===== src/rtl/multiplier_seq.sv =====
// Sequential unsigned WIDTH x WIDTH multiplier, radix-2 shift-and-add,
// one multiplier bit per clock behind a start/busy/finish handshake.
module multiplier_seq #(
    parameter int WIDTH = 32
) (
    input  logic                 clk_i,
    input  logic                 rst_i,
    input  logic                 start_i,
    input  logic [WIDTH-1:0]     a_i,
    input  logic [WIDTH-1:0]     b_i,
    output logic                 busy_o,
    output logic                 finish_o,
    output logic [2*WIDTH-1:0]   result_o
);

    localparam int CNT_W = $clog2(WIDTH + 1);
    localparam logic [CNT_W-1:0] LAST_ITER = CNT_W'(WIDTH - 1);

    typedef enum logic {
        IDLE,
        RUN
    } state_t;

    state_t               state;
    state_t               state_next;
    logic [2*WIDTH-1:0]   mcand;
    logic [2*WIDTH-1:0]   acc;
    logic [2*WIDTH-1:0]   acc_sum;
    logic [WIDTH-1:0]     mplier;
    logic [CNT_W-1:0]     count;
    logic                 last_iter;

    // Next-state logic; the partial sum is formed here so the final
    // iteration can be written straight into result_o.
    always_comb begin
        state_next = state;
        busy_o     = 1'b0;
        last_iter  = 1'b0;
        acc_sum    = acc + (mplier[0] ? mcand : '0);
        case (state)
            IDLE: begin
                if (start_i) begin
                    state_next = RUN;
                end
            end
            RUN: begin
                busy_o = 1'b1;
                if (count == LAST_ITER) begin
                    last_iter  = 1'b1;
                    state_next = IDLE;
                end
            end
            default: state_next = IDLE;
        endcase
    end

    always_ff @(posedge clk_i or negedge rst_i) begin
        if (!rst_i) begin
            state <= IDLE;
        end else begin
            state <= state_next;
        end
    end

    always_ff @(posedge clk_i or negedge rst_i) begin
        if (!rst_i) begin
            mcand    <= '0;
            mplier   <= '0;
            acc      <= '0;
            count    <= '0;
            result_o <= '0;
            finish_o <= 1'b0;
        end else begin
            finish_o <= last_iter;
            case (state)
                IDLE: begin
                    if (start_i) begin
                        mcand  <= {{WIDTH{1'b0}}, a_i};
                        mplier <= b_i;
                        acc    <= '0;
                        count  <= '0;
                    end
                end
                RUN: begin
                    acc    <= acc_sum;
                    mcand  <= mcand << 1;
                    mplier <= mplier >> 1;
                    count  <= count + CNT_W'(1);
                    // result_o only moves on completion, so the old product
                    // stays visible throughout a following operation.
                    if (last_iter) begin
                        result_o <= acc_sum;
                    end
                end
                default: ;
            endcase
        end
    end

endmodule


===== config.mk =====
export PLATFORM = sky130hd
export DESIGN_NAME = multiplier_seq
export DESIGN_NICKNAME = d
export VERILOG_FILES = /design/src/rtl/multiplier_seq.sv
export SDC_FILE = /design/constraint.sdc
export NUM_CORES = 1
export LEC_CHECK = 0
export BUFFER_PORTS_ARGS = -buffer_cell sky130_fd_sc_hd__buf_2
export CAP_MARGIN = 5
export CORE_ASPECT_RATIO = 1.1
export CORE_MARGIN = 8
export CORE_UTILIZATION = 55
export DETAILED_ROUTE_END_ITERATION = 10
export HOLD_SLACK_MARGIN = 0.15
export PLACE_DENSITY_LB_ADDON = 0.08
export SLEW_MARGIN = 5
export SYNTH_ARGS = -nofsm -noshare
export SYNTH_HDL_FRONTEND = slang
export SYNTH_SLANG_ARGS = --single-unit
export TNS_END_PERCENT = 30

===== constraint.sdc =====
create_clock -name clk_i -period 6 [get_ports clk_i]
set_input_delay 0.3 -clock clk_i [delete_from_list [all_inputs] [get_ports clk_i]]
set_output_delay 0.3 -clock clk_i [all_outputs]
set_load 0.005 [all_outputs]

After elaboration in Yosys (flattened, before gate mapping)
Cells that the tools add are included.
W data, S select, Z words.
- add/sub/neg operators: 2
- equality and inequality tests: 2
- mux-type cells: 15
- bitwise gates (word level): 1
- reduce and logical (&&, ||, !) cells: 1
- operators with widths (cell ; count):
    $pmux W64 S2 ; 2
    $mux W64 ; 3
    $add A64 B64 Y64 ; 1
    $pmux W32 S2 ; 1
    $mux W32 ; 1
    $pmux W6 S2 ; 1
    $add A6 B1 Y6 const B ; 1
    $eq A6 B5 Y1 const B ; 1
    $mux W6 ; 1
    $mux W1 ; 5
    $ne A2 B2 Y1 const B ; 1
    $pmux W1 S2 ; 1
    $reduce_and A2 Y1 ; 1
    $not A1 Y1 ; 1
- register bits: 232
- input port bits: 67
- word-level logic and storage cells: 28

Depth between registers and ports, before layout
Gate-level depths: netlist of run 1.
- word-level depth: 4
- mapped depth: 16
- gate-level depth less buffers: 14

Worst setup path before layout of run 1
No wires, ideal clock.
- kind: register to register
- from: register mplier[0]
- to: register result_o[60]
- setup time: 0.125 ns
- data arrival time: 3.379 ns
- required time: 5.875 ns
- slack: 2.496 ns
- stages on the path, launching flop included: 17
- path buffers: 2
- path through: dfrtp_1 -> clkbuf_1 -> clkbuf_1 -> and2_1 -> ha_1 -> inv_1 -> fa_1 -> nor2b_1 -> o31ai_1 -> a31o_2 -> o21ai_2 -> nand4_1 -> a211o_1 -> a211oi_2 -> nor2_1 -> xnor2_1 -> mux2_2
- longest elaborated chain between the ends: 2
- ends and longest elaborated chain (item ; RTL line ; RTL):
    start, declared ; 29 ; logic [WIDTH-1:0] mplier;
    start signal, assigned ; 79 ; mplier <= b_i;
    start signal, assigned ; 87 ; mplier <= mplier >> 1;
    $mux W64 ; 39 ; acc_sum = acc + (mplier[0] ? mcand : '0);
    $add A64 B64 Y64 ; 39 ;
    end signal, assigned ; 92 ; result_o <= acc_sum;
    end, declared ; 13 ; output logic [2*WIDTH-1:0] result_o
Every way passes these cells.
A chain may end at the register's enable or synchronous reset.

Worst setup path in the final report of run 1
- from: register mplier[0]
- to: register acc[56]
- longest elaborated chain between the ends: 3
- ends and longest elaborated chain (item ; RTL line ; RTL):
    $mux W64 ; 39 ;
    $add A64 B64 Y64 ; 39 ;
    $pmux W64 S2 ; 75 ; case (state)
    end signal, assigned ; 85 ; acc <= acc_sum;
    end, declared ; 27 ; logic [2*WIDTH-1:0] acc;
Every way passes these cells.

==> results of run 1 <==
## sequential cells by signal, summed over array words and instances, names as in the netlist
signal / flops
acc: 64
count: 6
finish_o: 1
mcand: 64
mplier: 32
result_o: 64
state: 1
## kinds of logic after synthesis
logic type,after synthesis,synth area share [%]
AOI/OAI and AO/OA,396,19.3
xor gates and xnor gates,60,3.96
adders and majority gates,65,6.18
buffers and inverters,107,3.11
DFF,232,43.7
muxes,86,6.67
and+or+nand+nor,507,17.0
## where the power goes
part	switching, uW	leakage, uW	internal (uW)	total (uW)
registers	465	0.00299	2200	2670
logic	1520	0.00446	1130	2650
clock network	663	0.000435	972	1640
## cells in the final DEF, fill, tap and decap left out, drive strengths merged, types with 3 or more instances in the layout
cell / synthesis / routed
nand2: 309 / 309
dfrtp: 232 / 232
o21ai: 144 / 144
buf: 10 / 141
a21oi: 80 / 80
and2: 67 / 67
mux2i: 66 / 66
ha: 64 / 64
dlygate4sd3: 0 / 64
a22o: 55 / 55
nor2: 53 / 53
clkbuf: 75 / 35
a21o: 32 / 32
xor2: 30 / 30
xnor2: 30 / 30
nand4: 25 / 25
inv: 21 / 23
mux2: 20 / 20
nand3: 17 / 17
o21bai: 12 / 12
a31oi: 9 / 9
o211ai: 8 / 8
a211oi: 8 / 8
o21a: 7 / 7
and4: 6 / 6
nor3: 6 / 6
clkinv: 1 / 6
and3: 5 / 5
nor2b: 5 / 5
a31o: 5 / 5
a211o: 5 / 5
o31ai: 5 / 5
or3: 4 / 4
a221oi: 4 / 4
o2111ai: 3 / 3
o221ai: 3 / 3
clkinvlp: 0 / 3
or2: 3 / 3
## metrics by stage
stage	worst slack [ns]	std cells	area, um^2	hold WS, ns	power [uW]
2_1_floorplan	2.50	1453	13300	0.00441	4470
3_3_place_gp	1.92	1814	14100	0.444	5240
3_5_place_dp	1.80	1814	14100	0.440	5300
4_1_cts	1.81	1925	15600	0.179	7000
5_1_grt	1.43	1925	15600	0.190	7470
6_report	1.82	1925	15600	0.177	6950
## synthesized netlist by cell type (17+ instances only)
cell / n / area [um^2]
xor2_1: 30 / 263
clkbuf_1: 74 / 278
nor2_1: 53 / 199
a21o_1: 32 / 240
a21oi_1: 79 / 395
inv_1: 21 / 78.8
nand4_1: 25 / 156
o21ai_0: 140 / 701
mux2_2: 20 / 225
nand2_1: 309 / 1160
and2_1: 67 / 419
ha_1: 64 / 801
mux2i_1: 66 / 661
nand3_1: 17 / 85.1
dfrtp_1: 232 / 5810
xnor2_1: 30 / 263
a22o_1: 55 / 482
## per-layer routing
layer / up-vias / track usage [%]
li1: 5408 / -
met1: 5250 / 31.8
met2: 266 / 39.3
met3: 39 / 3.33
met4: 0 / 5.57
met5: - / 0
## worst register-to-register path: stages, from the launching register on
cell	delay (ns)
dfrtp_1	0.85
and2_1	0.23
ha_1	0.16
inv_1	0.06
fa_1	0.40
nor2b_1	0.17
o31ai_1	0.10
a31o_2	0.22
o21ai_2	0.29
a21oi_1	0.16
o21ai_1	0.33
a31oi_1	0.29
o31ai_1	0.36
mux2i_1	0.28
o21ai_0	0.11
## area by class of cell
type | count | area, um^2
flip-flops and latches | 232 | 5810
well taps | 305 | 382
clock buffers | 35 | 754
clock inverters | 12 | 139
inverters | 22 | 82.6
multi-input cells | 1114 | 7070
repair buffers | 205 | 1380
fillers | 1963 | 8080
## path summary, 6_finish.rpt
check | slack, ns | startpoint | endpoint
max in group asynchronous | 4.24 | rst_i | acc[54]
setup / recovery | 1.82 | mplier[0] | acc[56]
hold reg to reg | 0.46 | result_o[34] | result_o[34]
hold / removal | 0.18 | b_i[0] | mplier[0]
min in group asynchronous | 0.42 | rst_i | mcand[32]
setup reg to reg | 1.82 | mplier[0] | acc[56]
==> run summary, run 1 <==
FFs w/ async S/R, synth = 100%
CP Capture Type = flop
Status = finished clean
Final hold viol count = 0
Pwr Density = 445 nW/um^2
Maximum vdd ir drop = 0.228 mV
Crit-path slowest cell = dfrtp_1
Final worst-path cycle share = 69.6%
WL per Instance = 17.7 um
IO Port Bufs = 132
Setup Buffers After CTS = 0
Hold-fix buffers, CTS = 64
Placer congestion estimate = 0.905
Clock sink count = 232
ANT cells = 0
Post-synth cell types = 65
Core box area = 23700 um^2
Seq/Total Area, Yosys = 43.7%
HP Class = in -> reg
Highest Signal Layer = met4
Critical path launch point type = flop
Layout cell share with drive strength beyond 1 = 14.1%
Critical path buffers and inverters = 1
Total GRT Usage = 23.5%
H-tree Lvls = 1
Critical Path AT = 4.56 ns
First-pass GRT wire length = 56900 um
Top delay family on crit path = compound AO/OA/AOI/OAI gates
Die height = 179 um
Minimum clock period = 4.18 ns
ANT nets after route = 0
Synth warn = 0
Grt ovf = 0
Die X = 164 um
Routed wire length on met3 = 1690 um
Slew @ Worst Pin = 0.938 ns
Slew Viols, Final = 0
Nets = 1733
Post-CTS sizing = 0
Effective utilization at floorplan = 56.0%
Initial antenna violation count = 0
Most common flop cell mapped by yosys = dfrtp_1
Critical path class = reg -> reg
WP depth = 14
TritonCTS buffer count = 26
Worst Skew = 0.0245 ns
RSZ-0062 raised after global routing = no
Met2 routed WL = 16000 um
DRC violations left = 0
Syn Std Cell Area = 13300 um^2
Syn avg cell area = 9.14 um^2
Largest net degree at the start of global routing = 120
Leak = 0.00788 uW
DRT met1 WL = 15800 um
Clock Latency Late Sink = 0.54 ns
Reg clk slew, reported paths = 0.06 ns
Synthesis-to-finish area growth = 17.6%
Max-Cap Viols = 0
Synthesized net count = 1585
Via density per instance = 5.70
HPWL Detailed = 23500 um
Starting DRT DRC Count = 707
Row cnt = 59
Max-Slew Margin vs Limit = 37.5%
WL final = 34100 um
Worst Hold Depth = 3
Fin util = 65.9%
Routed via count = 11.0k
Critical Path Fanout Max = 30
Gate Count Post-Synth = 1453
Root Driver = clkbuf_16
Final setup viols = 0
Slowest cell delay on critical path = 0.85 ns
Worst Path Required = 6.38 ns
Ports = 133
Number of flops mapped to enable cells by yosys = 0
Vias in the first global route = 11.2k
Most used cell along the critical path = o31ai_1
First-pass DRT Iterations = 6
Seq cells post-synth = 232
Die area = 29400 um^2
Setup TNS = 0 ns
F_max = 0.239 GHz
Clock Path Buffers = 3
Worst Reg-to-Reg Cells = 14
CP cell instances = and2_1 -> ha_1 -> inv_1 -> fa_1 -> nor2b_1 -> o31ai_1 -> a31o_2 -> o21ai_2 -> a21oi_1 -> o21ai_1 -> a31oi_1 -> o31ai_1 -> mux2i_1 -> o21ai_0
CTS tree = done
(Power assumes the default switching activity.)
==> run 2: changes to the inputs <==
--- a/config.mk
+++ b/config.mk
@@ -5,6 +5,7 @@
 export SDC_FILE = /design/constraint.sdc
 export NUM_CORES = 1
 export LEC_CHECK = 0
+export ABC_AREA = 1
 export BUFFER_PORTS_ARGS = -buffer_cell sky130_fd_sc_hd__buf_2
 export CAP_MARGIN = 5
 export CORE_ASPECT_RATIO = 1.1
==> constraint.sdc (replaced) <==
create_clock -name clk_i -period 4 [get_ports clk_i]
set_input_delay 0.2 -clock clk_i [delete_from_list [all_inputs] [get_ports clk_i]]
set_output_delay 0.2 -clock clk_i [all_outputs]
set_load 0.005 [all_outputs]
==> run 2 against run 1 <==
Via count rose by 35%. Sequential power rose by 54%. Hold slack improved by 0.15 ns. Fmax rose by 36%. Non-clock buffer count rose by 4. Largest cell class unchanged. Clock power rose by 46%. Count of clock-buffer cells in the layout did not move. First-iteration DRC count rose by 42%. Flip-flop and latch count did not move. Critical path depth did not move.
==> run summary, run 2 <==
Final setup viols = 0 (unchanged)
Worst Skew = 0.0169 ns (was 0.0245 ns)
Effective utilization at floorplan = 55.3% (was 56.0%)
Setup Buffers After CTS = 0 (unchanged)
Final hold viol count = 0 (unchanged)
First-pass DRT Iterations = 5 (was 6)
Critical Path Fanout Max = 33 (was 30)
Commonest non-fill, non-tap cell in the layout = nand2_1 (unchanged)
Critical path buffers and inverters = 3 (was 1)
ANT cells = 0 (unchanged)
Vias in the first global route = 14.8k (was 11.2k)
Top delay family on crit path = simple AND/OR/NAND/NOR gates (was compound AO/OA/AOI/OAI gates)
CP cell instances = buf_12 -> nand2_1 -> inv_1 -> ha_1 -> nand2_1 -> inv_1 -> nand2_1 -> nand2_1 -> a21oi_1 -> nand2_1 -> a21oi_1 -> nand3_1 -> nand3_1 -> nand2_1 (was and2_1 -> ha_1 -> inv_1 -> fa_1 -> nor2b_1 -> o31ai_1 -> a31o_2 -> o21ai_2 -> a21oi_1 -> o21ai_1 -> a31oi_1 -> o31ai_1 -> mux2i_1 -> o21ai_0)
Leading cell type by number of instances after synthesis = nand2_1 (unchanged)
Yosys top cell by area = dfrtp_1 (unchanged)
Maximum vdd ir drop = 0.417 mV (was 0.228 mV)
Fillers = 2596 (was 1963)
Root Driver = clkbuf_16 (unchanged)
Design area = 17800 um^2 (was 15600 um^2)
Clock sink count = 232 (unchanged)
Combinational Power Share = 46.4% (was 38.1%)
Most frequent cells in the layout = nand2_1 (946), inv_1 (448), dfrtp_1 (230), buf_2 (131), nand3_1 (111) (was nand2_1 (309), dfrtp_1 (231), o21ai_0 (140), buf_2 (130), a21oi_1 (79))
Final worst-path cycle share = 77.0% (was 69.6%)
Routed via count = 14.8k (was 11.0k)
Slew Viols, Final = 0 (unchanged)
Worst Path Required = 4.42 ns (was 6.38 ns)
TritonCTS buffer count = 27 (was 26)
RSZ-0062 raised after global routing = no (unchanged)
WL final = 48700 um (was 34100 um)
Yosys top cell area share = 38.1% (was 43.7%)
Crit-path slowest cell = dfrtp_2 (was dfrtp_1)
Core box area = 27500 um^2 (was 23700 um^2)
Ports = 133 (unchanged)
Via density per instance = 5.19 (was 5.70)
Leak = 0.0104 uW (was 0.00788 uW)
Max-Slew Margin vs Limit = 25.7% (was 37.5%)
Most common flop cell mapped by yosys = dfrtp_1 (unchanged)
Placer congestion estimate = 0.978 (was 0.905)
Sw frac = 44.8% (was 38.1%)
Fin util = 64.5% (was 65.9%)
Sw Pwr = 5430 uW (was 2650 uW)
First-pass GRT wire length = 78100 um (was 56900 um)
Clock Path Buffers = 3 (unchanged)
Number of flops mapped to enable cells by yosys = 0 (unchanged)
Top cells by area, synth = dfrtp_1 (38%), nand2_1 (23%), inv_1 (11%) (was dfrtp_1 (44%), nand2_1 (8.7%), ha_1 (6.0%))
HP Class = in -> async (was in -> reg)
Top Registers = acc (64), mcand (64), result_o (64) (unchanged)
Status = finished clean (unchanged)
IO Port Bufs = 132 (unchanged)
Post-synth cell types = 40 (was 65)
Seq/Total Area, Yosys = 38.1% (was 43.7%)
Syn Std Cell Area = 15200 um^2 (was 13300 um^2)
CP Capture Type = flop (unchanged)
Max-Cap Viols = 0 (unchanged)
DRC violations left = 0 (unchanged)
Gate Count Post-Synth = 2294 (was 1453)
H-tree Lvls = 1 (unchanged)
WL per Instance = 17.0 um (was 17.7 um)
Starting DRT DRC Count = 1002 (was 707)
Dpl cells = 2739 (was 1814)
Slew @ Worst Pin = 1.11 ns (was 0.938 ns)
Placement Cell Area = 16200 um^2 (was 14100 um^2)
Clock Latency Late Sink = 0.55 ns (was 0.54 ns)
Nets = 2603 (was 1733)
ANT nets after route = 0 (unchanged)
Slowest cell delay on critical path = 0.81 ns (was 0.85 ns)
HPWL Detailed = 36100 um (was 23500 um)
Layout cell share with drive strength beyond 1 = 10.3% (was 14.1%)
CTS tree = done (unchanged)
Critical path class = reg -> reg (unchanged)
Most frequent cells after synthesis = nand2_1 (946), inv_1 (449), dfrtp_1 (232), nand3_1 (111), nor2_1 (97) (was nand2_1 (309), dfrtp_1 (232), o21ai_0 (140), a21oi_1 (79), clkbuf_1 (74))
Seq cells post-synth = 232 (unchanged)
Critical Path AT = 3.50 ns (was 4.56 ns)
Die X = 175 um (was 164 um)
Setup TNS = 0 ns (unchanged)
Synthesis-to-finish area growth = 16.6% (was 17.6%)
Seq pwr share = 33.8% (was 38.3%)
FFs w/ async S/R, synth = 100% (unchanged)
Minimum clock period = 3.08 ns (was 4.18 ns)
WP depth = 14 (unchanged)
Synthesized net count = 2426 (was 1585)
Clock Power Share = 19.8% (was 23.5%)
Final hold slack = 0.323 ns (was 0.177 ns)
Layout Cells excl Fill = 2855 (was 1925)
Most used cell along the critical path = nand2_1 (was o31ai_1)
Initial antenna violation count = 0 (unchanged)
Row cnt = 64 (was 59)
Critical path launch point type = flop (unchanged)
Largest net degree at the start of global routing = 115 (was 120)
Synth warn = 0 (unchanged)
Pwr Density = 683 nW/um^2 (was 445 nW/um^2)
Die area = 33300 um^2 (was 29400 um^2)
Reg clk slew, reported paths = 0.06 ns (about the same)
Total GRT Usage = 29.3% (was 23.5%)
F_max = 0.325 GHz (was 0.239 GHz)
Grt ovf = 0 (unchanged)
Die height = 191 um (was 179 um)
Syn avg cell area = 6.64 um^2 (was 9.14 um^2)
Internal power = 6700 uW (was 4310 uW)
Worst Reg-to-Reg Cells = 14 (unchanged)
run 2: changes by cell type after synthesis, moves of 64 or more:
cell	previous run	this run
and2_1	67	3
inv_1	21	449
mux2i_1	66	0
nand2_1	309	946
nand3_1	17	111
o21ai_0	140	41
run 2: metrics by stage:
step           setup WS (ns)  power (uW)
4_1_cts                0.951       12200
6_report               0.918       12100
3_3_place_gp           0.924        9520
3_5_place_dp           0.976        9660
5_1_grt                0.669       13100
2_1_floorplan           1.47        7740
run 2: cell families (layout without fill, tap and decap cells):
kind of cell,count (synthesis),in the layout,synth area share [%]
and+or+nand+nor,1244,1244,33.6
buffers and inverters,519,717,12.8
DFF,232,232,38.1
AOI/OAI and AO/OA,204,204,8.41
adders and majority gates,65,65,5.38
xor gates and xnor gates,30,30,1.72
run 2: timing repair:
action	4_1_cts	5_1_grt
hold endpoints to repair	189	0
hold buffers	66	0
resized for setup	0	0
setup endpoints to repair	0	0
run 2: area by class of cell:
type / instances / area (um^2) / share of cell area (%)
Multi-Input combinational cell: 1543 / 7490 / 42.1
Clock inverter: 15 / 124 / 0.697
Inverter: 458 / 1720 / 9.67
Timing Repair Buffer: 209 / 1440 / 8.10
Clock buffer: 35 / 736 / 4.14
Tap cell: 363 / 454 / 2.56
Sequential cell: 232 / 5810 / 32.7
run 2: worst paths after layout:
check | slack, ns | to | start
min reg2reg | 0.48 | result_o[21] | result_o[21]
min | 0.32 | acc[6] | rst_i
max | 0.92 | acc[62] | mplier[0]
max in group asynchronous | 2.70 | acc[28] | rst_i
min in group clk_i | 0.39 | mplier[8] | b_i[8]
max reg2reg | 0.92 | acc[62] | mplier[0]
run 2: metal layers:
layer	track usage, %	up-vias	routed length [um]
li1	-	7351	-
met1	35.3	6917	19700
met3	3.29	120	2470
met4	13.7	0	2440
met5	0	-	0
met2	51.9	443	24100
run 2: worst reg2reg max path, cell delays in order (launching register included):
cell,delay (ns)
dfrtp_2,0.81
buf_12,0.29
nand2_1,0.12
inv_1,0.09
ha_1,0.29
nand2_1,0.15
inv_1,0.08
nand2_1,0.07
nand2_1,0.09
a21oi_1,0.33
nand2_1,0.16
a21oi_1,0.19
nand3_1,0.13
nand3_1,0.11
nand2_1,0.06
run 2: power by group through the flow:
stage / logic [uW] / clock network [uW] / registers [uW]
floorplan: 3860 / 0 / 3880
global placement: 5440 / 0 / 4090
detailed placement: 5550 / 0 / 4110
CTS: 5630 / 2440 / 4090
global route: 6330 / 2520 / 4200
finish: 5630 / 2400 / 4100
==> run 3: changes to the inputs <==
==> constraint.sdc (replaced) <==
create_clock -name clk_i -period 3.15 [get_ports clk_i]
set_input_delay 0.1575 -clock clk_i [delete_from_list [all_inputs] [get_ports clk_i]]
set_output_delay 0.1575 -clock clk_i [all_outputs]
set_load 0.005 [all_outputs]
==> run 3 against run 2 <==
Sequential power is 26% higher. Final cell count hardly changed. Sequential share of layout area is 0.26 points lower. Via count is 0.38% lower. Flip-flop and latch count stayed put. Fmax is 11% higher. Hold slack worse by 0.10 ns. Critical path depth stayed put. Total power is 28% higher. Combinational power is 28% higher. Die area stayed put. Register-to-register slack worse by 0.56 ns. Largest power group unchanged. Highest routed layer unchanged.
==> run summary, run 3 (same netlist as run 2, synthesis figures left out) <==
Final hold viol count = 0 (unchanged)
Setup Buffers After CTS = 0 (unchanged)
Slew Viols, Final = 0 (unchanged)
WL per Instance = 16.8 um (was 17.0 um)
Most frequent cells in the layout = nand2_1 (946), inv_1 (448), dfrtp_1 (230), buf_2 (131), nand3_1 (111) (unchanged)
CP Capture Type = flop (unchanged)
Most used cell along the critical path = nand2_1 (unchanged)
Top delay family on crit path = simple AND/OR/NAND/NOR gates (unchanged)
Status = finished clean (unchanged)
Fin util = 65.0% (was 64.5%)
Sw Pwr = 6830 uW (was 5430 uW)
Die X = 175 um (unchanged)
Fillers = 2517 (was 2596)
Register area = 5810 um^2 (unchanged)
CTS tree = done (unchanged)
First-pass GRT wire length = 77200 um (was 78100 um)
Pwr Total = 15600 uW (was 12100 uW)
Placer congestion estimate = 0.978 (about the same)
Critical path class = reg -> reg (unchanged)
H-tree Lvls = 1 (unchanged)
Clock Latency Late Sink = 0.54 ns (was 0.55 ns)
Worst Skew = 0.0124 ns (was 0.0169 ns)
Commonest non-fill, non-tap cell in the layout = nand2_1 (unchanged)
Largest net degree at the start of global routing = 101 (was 115)
Top Registers = acc (64), mcand (64), result_o (64) (unchanged)
Minimum clock period = 2.79 ns (was 3.08 ns)
Worst r2r dst = acc[53] (was acc[62])
Critical Path AT = 3.21 ns (was 3.50 ns)
Crit-path slowest cell = dfrtp_2 (unchanged)
Final setup viols = 0 (unchanged)
Clock sink count = 232 (unchanged)
Layout cell share with drive strength beyond 1 = 10.3% (about the same)
DRT met1 WL = 19600 um (was 19700 um)
Synthesis-to-finish area growth = 17.5% (was 16.6%)
Worst Reg-to-Reg Cells = 14 (unchanged)
HP Class = in -> async (unchanged)
Clock Path Buffers = 3 (unchanged)
Sw frac = 43.8% (was 44.8%)
Max-Slew Margin vs Limit = 33.6% (was 25.7%)
Setup TNS = 0 ns (unchanged)
Nets = 2606 (was 2603)
RSZ-0062 raised after global routing = no (unchanged)
Maximum vdd ir drop = 0.733 mV (was 0.417 mV)
Row cnt = 64 (unchanged)
IO Port Bufs = 132 (unchanged)
Slowest cell delay on critical path = 0.51 ns (was 0.81 ns)
ANT nets after route = 0 (unchanged)
Critical Path Fanout Max = 22 (was 33)
Initial antenna violation count = 1 (was 0)
HPWL Detailed = 35700 um (was 36100 um)
Reg clk slew, reported paths = 0.06 ns (about the same)
TritonCTS buffer count = 26 (was 27)
Die height = 191 um (unchanged)
WL final = 48100 um (was 48700 um)
First-pass DRT Iterations = 5 (unchanged)
Effective utilization at floorplan = 55.3% (unchanged)
Met2 routed WL = 24400 um (was 24100 um)
Grt ovf = 0 (unchanged)
Core box area = 27500 um^2 (unchanged)
Ports = 133 (unchanged)
Via density per instance = 5.17 (was 5.19)
Final worst-path cycle share = 88.5% (was 77.0%)
Pwr Density = 870 nW/um^2 (was 683 nW/um^2)
Seq pwr share = 33.2% (was 33.8%)
Routed wire length on met3 = 2270 um (was 2470 um)
Root Driver = clkbuf_16 (unchanged)
Leak = 0.0104 uW (about the same)
Internal power = 8750 uW (was 6700 uW)
Vias in the first global route = 14.7k (was 14.8k)
Die area = 33300 um^2 (unchanged)
Highest Signal Layer = met4 (unchanged)
Starting DRT DRC Count = 1254 (was 1002)
CP cell instances = buf_12 -> nand2_1 -> inv_1 -> ha_1 -> nand2_1 -> nor2_1 -> and2_1 -> nand3_1 -> nand3_1 -> nand2_1 -> nand3_1 -> nand2_1 -> nand3_1 -> nand2_1 (was buf_12 -> nand2_1 -> inv_1 -> ha_1 -> nand2_1 -> inv_1 -> nand2_1 -> nand2_1 -> a21oi_1 -> nand2_1 -> a21oi_1 -> nand3_1 -> nand3_1 -> nand2_1)
Routed via count = 14.8k (about the same)
Clock Power Share = 20.5% (was 19.8%)
DRC violations left = 0 (unchanged)
Slew @ Worst Pin = 0.996 ns (was 1.11 ns)
Total GRT Usage = 28.9% (was 29.3%)
Area occupied by multi-input gates = 7490 um^2 (unchanged)
Critical path buffers and inverters = 2 (was 3)
R2R Setup Slk = 0.36 ns (was 0.92 ns)
Max-Cap Viols = 0 (unchanged)
Critical path launch point type = flop (unchanged)
F_max = 0.359 GHz (was 0.325 GHz)
Worst Path Required = 3.57 ns (was 4.42 ns)
Combinational Power Share = 46.3% (was 46.4%)
RR Startpoint = mplier[0] (unchanged)
run 3: cell count changes in the layout (fill, tap and decap cells not counted), sizes merged:
cell and delta:
bufinv +3, diode +1, clkbuf -1, buf +4, clkinvlp -3, clkinv -1, inv -1
run 3: metrics by stage:
step,worst slack (ns),hold WS (ns),area [um^2],std cells
floorplan,0.616,-0.138,15200,2294
global placement,0.385,0.205,16400,2743
detailed placement,0.398,0.209,16400,2743
CTS,0.380,0.235,17900,2856
global route,0.0809,0.297,17900,2857
finish,0.362,0.219,17900,2857
run 3: power by group through the flow:
stage	Combinational (uW)	Clock [uW]	Sequential (uW)
floorplan	4900	0	4930
global placement	6970	0	5150
detailed placement	7110	0	5180
CTS	7210	3250	5160
global route	8120	3360	5310
finish	7210	3190	5170
run 3: worst max path at each step:
stage | startpoint | to | slack, ns | cells past startpoint
after CTS | mplier[0] | acc[53] | 0.38 | 15
after global routing | mplier[0] | result_o[40] | 0.08 | 16
after global placement | mplier[0] | acc[53] | 0.39 | 14
after floorplan | mplier[0] | acc[60] | 0.62 | 18
after detailed placement | mplier[0] | acc[44] | 0.40 | 17
final | mplier[0] | acc[53] | 0.36 | 14
run 3: worst reg2reg max path: stages, from the launching register on:
cell and delay [ns]:
dfrtp_2 0.51, buf_12 0.20, nand2_1 0.07, inv_1 0.04, ha_1 0.35, nand2_1 0.13, nor2_1 0.25, and2_1 0.23
nand3_1 0.09, nand3_1 0.28, nand2_1 0.17, nand3_1 0.10, nand2_1 0.06, nand3_1 0.11, nand2_1 0.07
run 3: area by class of cell:
class                      count  area share (%)
timing repair buffer         213            8.62
multi-input combinational   1543            41.8
inverter                     458            9.60
sequential                   232            32.4
clock inverter                13           0.950
antenna                        1          0.0140
clock buffer                  34            4.03
tap                          363            2.54
run 3: per-layer routing:
| metal | track usage (%) | vias to the layer above |
|---|---|---|
| met5 | 0 | - |
| met4 | 10.7 | 0 |
| li1 | - | 7376 |
| met3 | 3.35 | 108 |
| met2 | 52.6 | 393 |
| met1 | 34.7 | 6897 |
run 3: timing repair:
item                      in CTS  in global routing
hold buffers                  66                  0
resized for setup              0                  0
hold endpoints to repair     199                  0
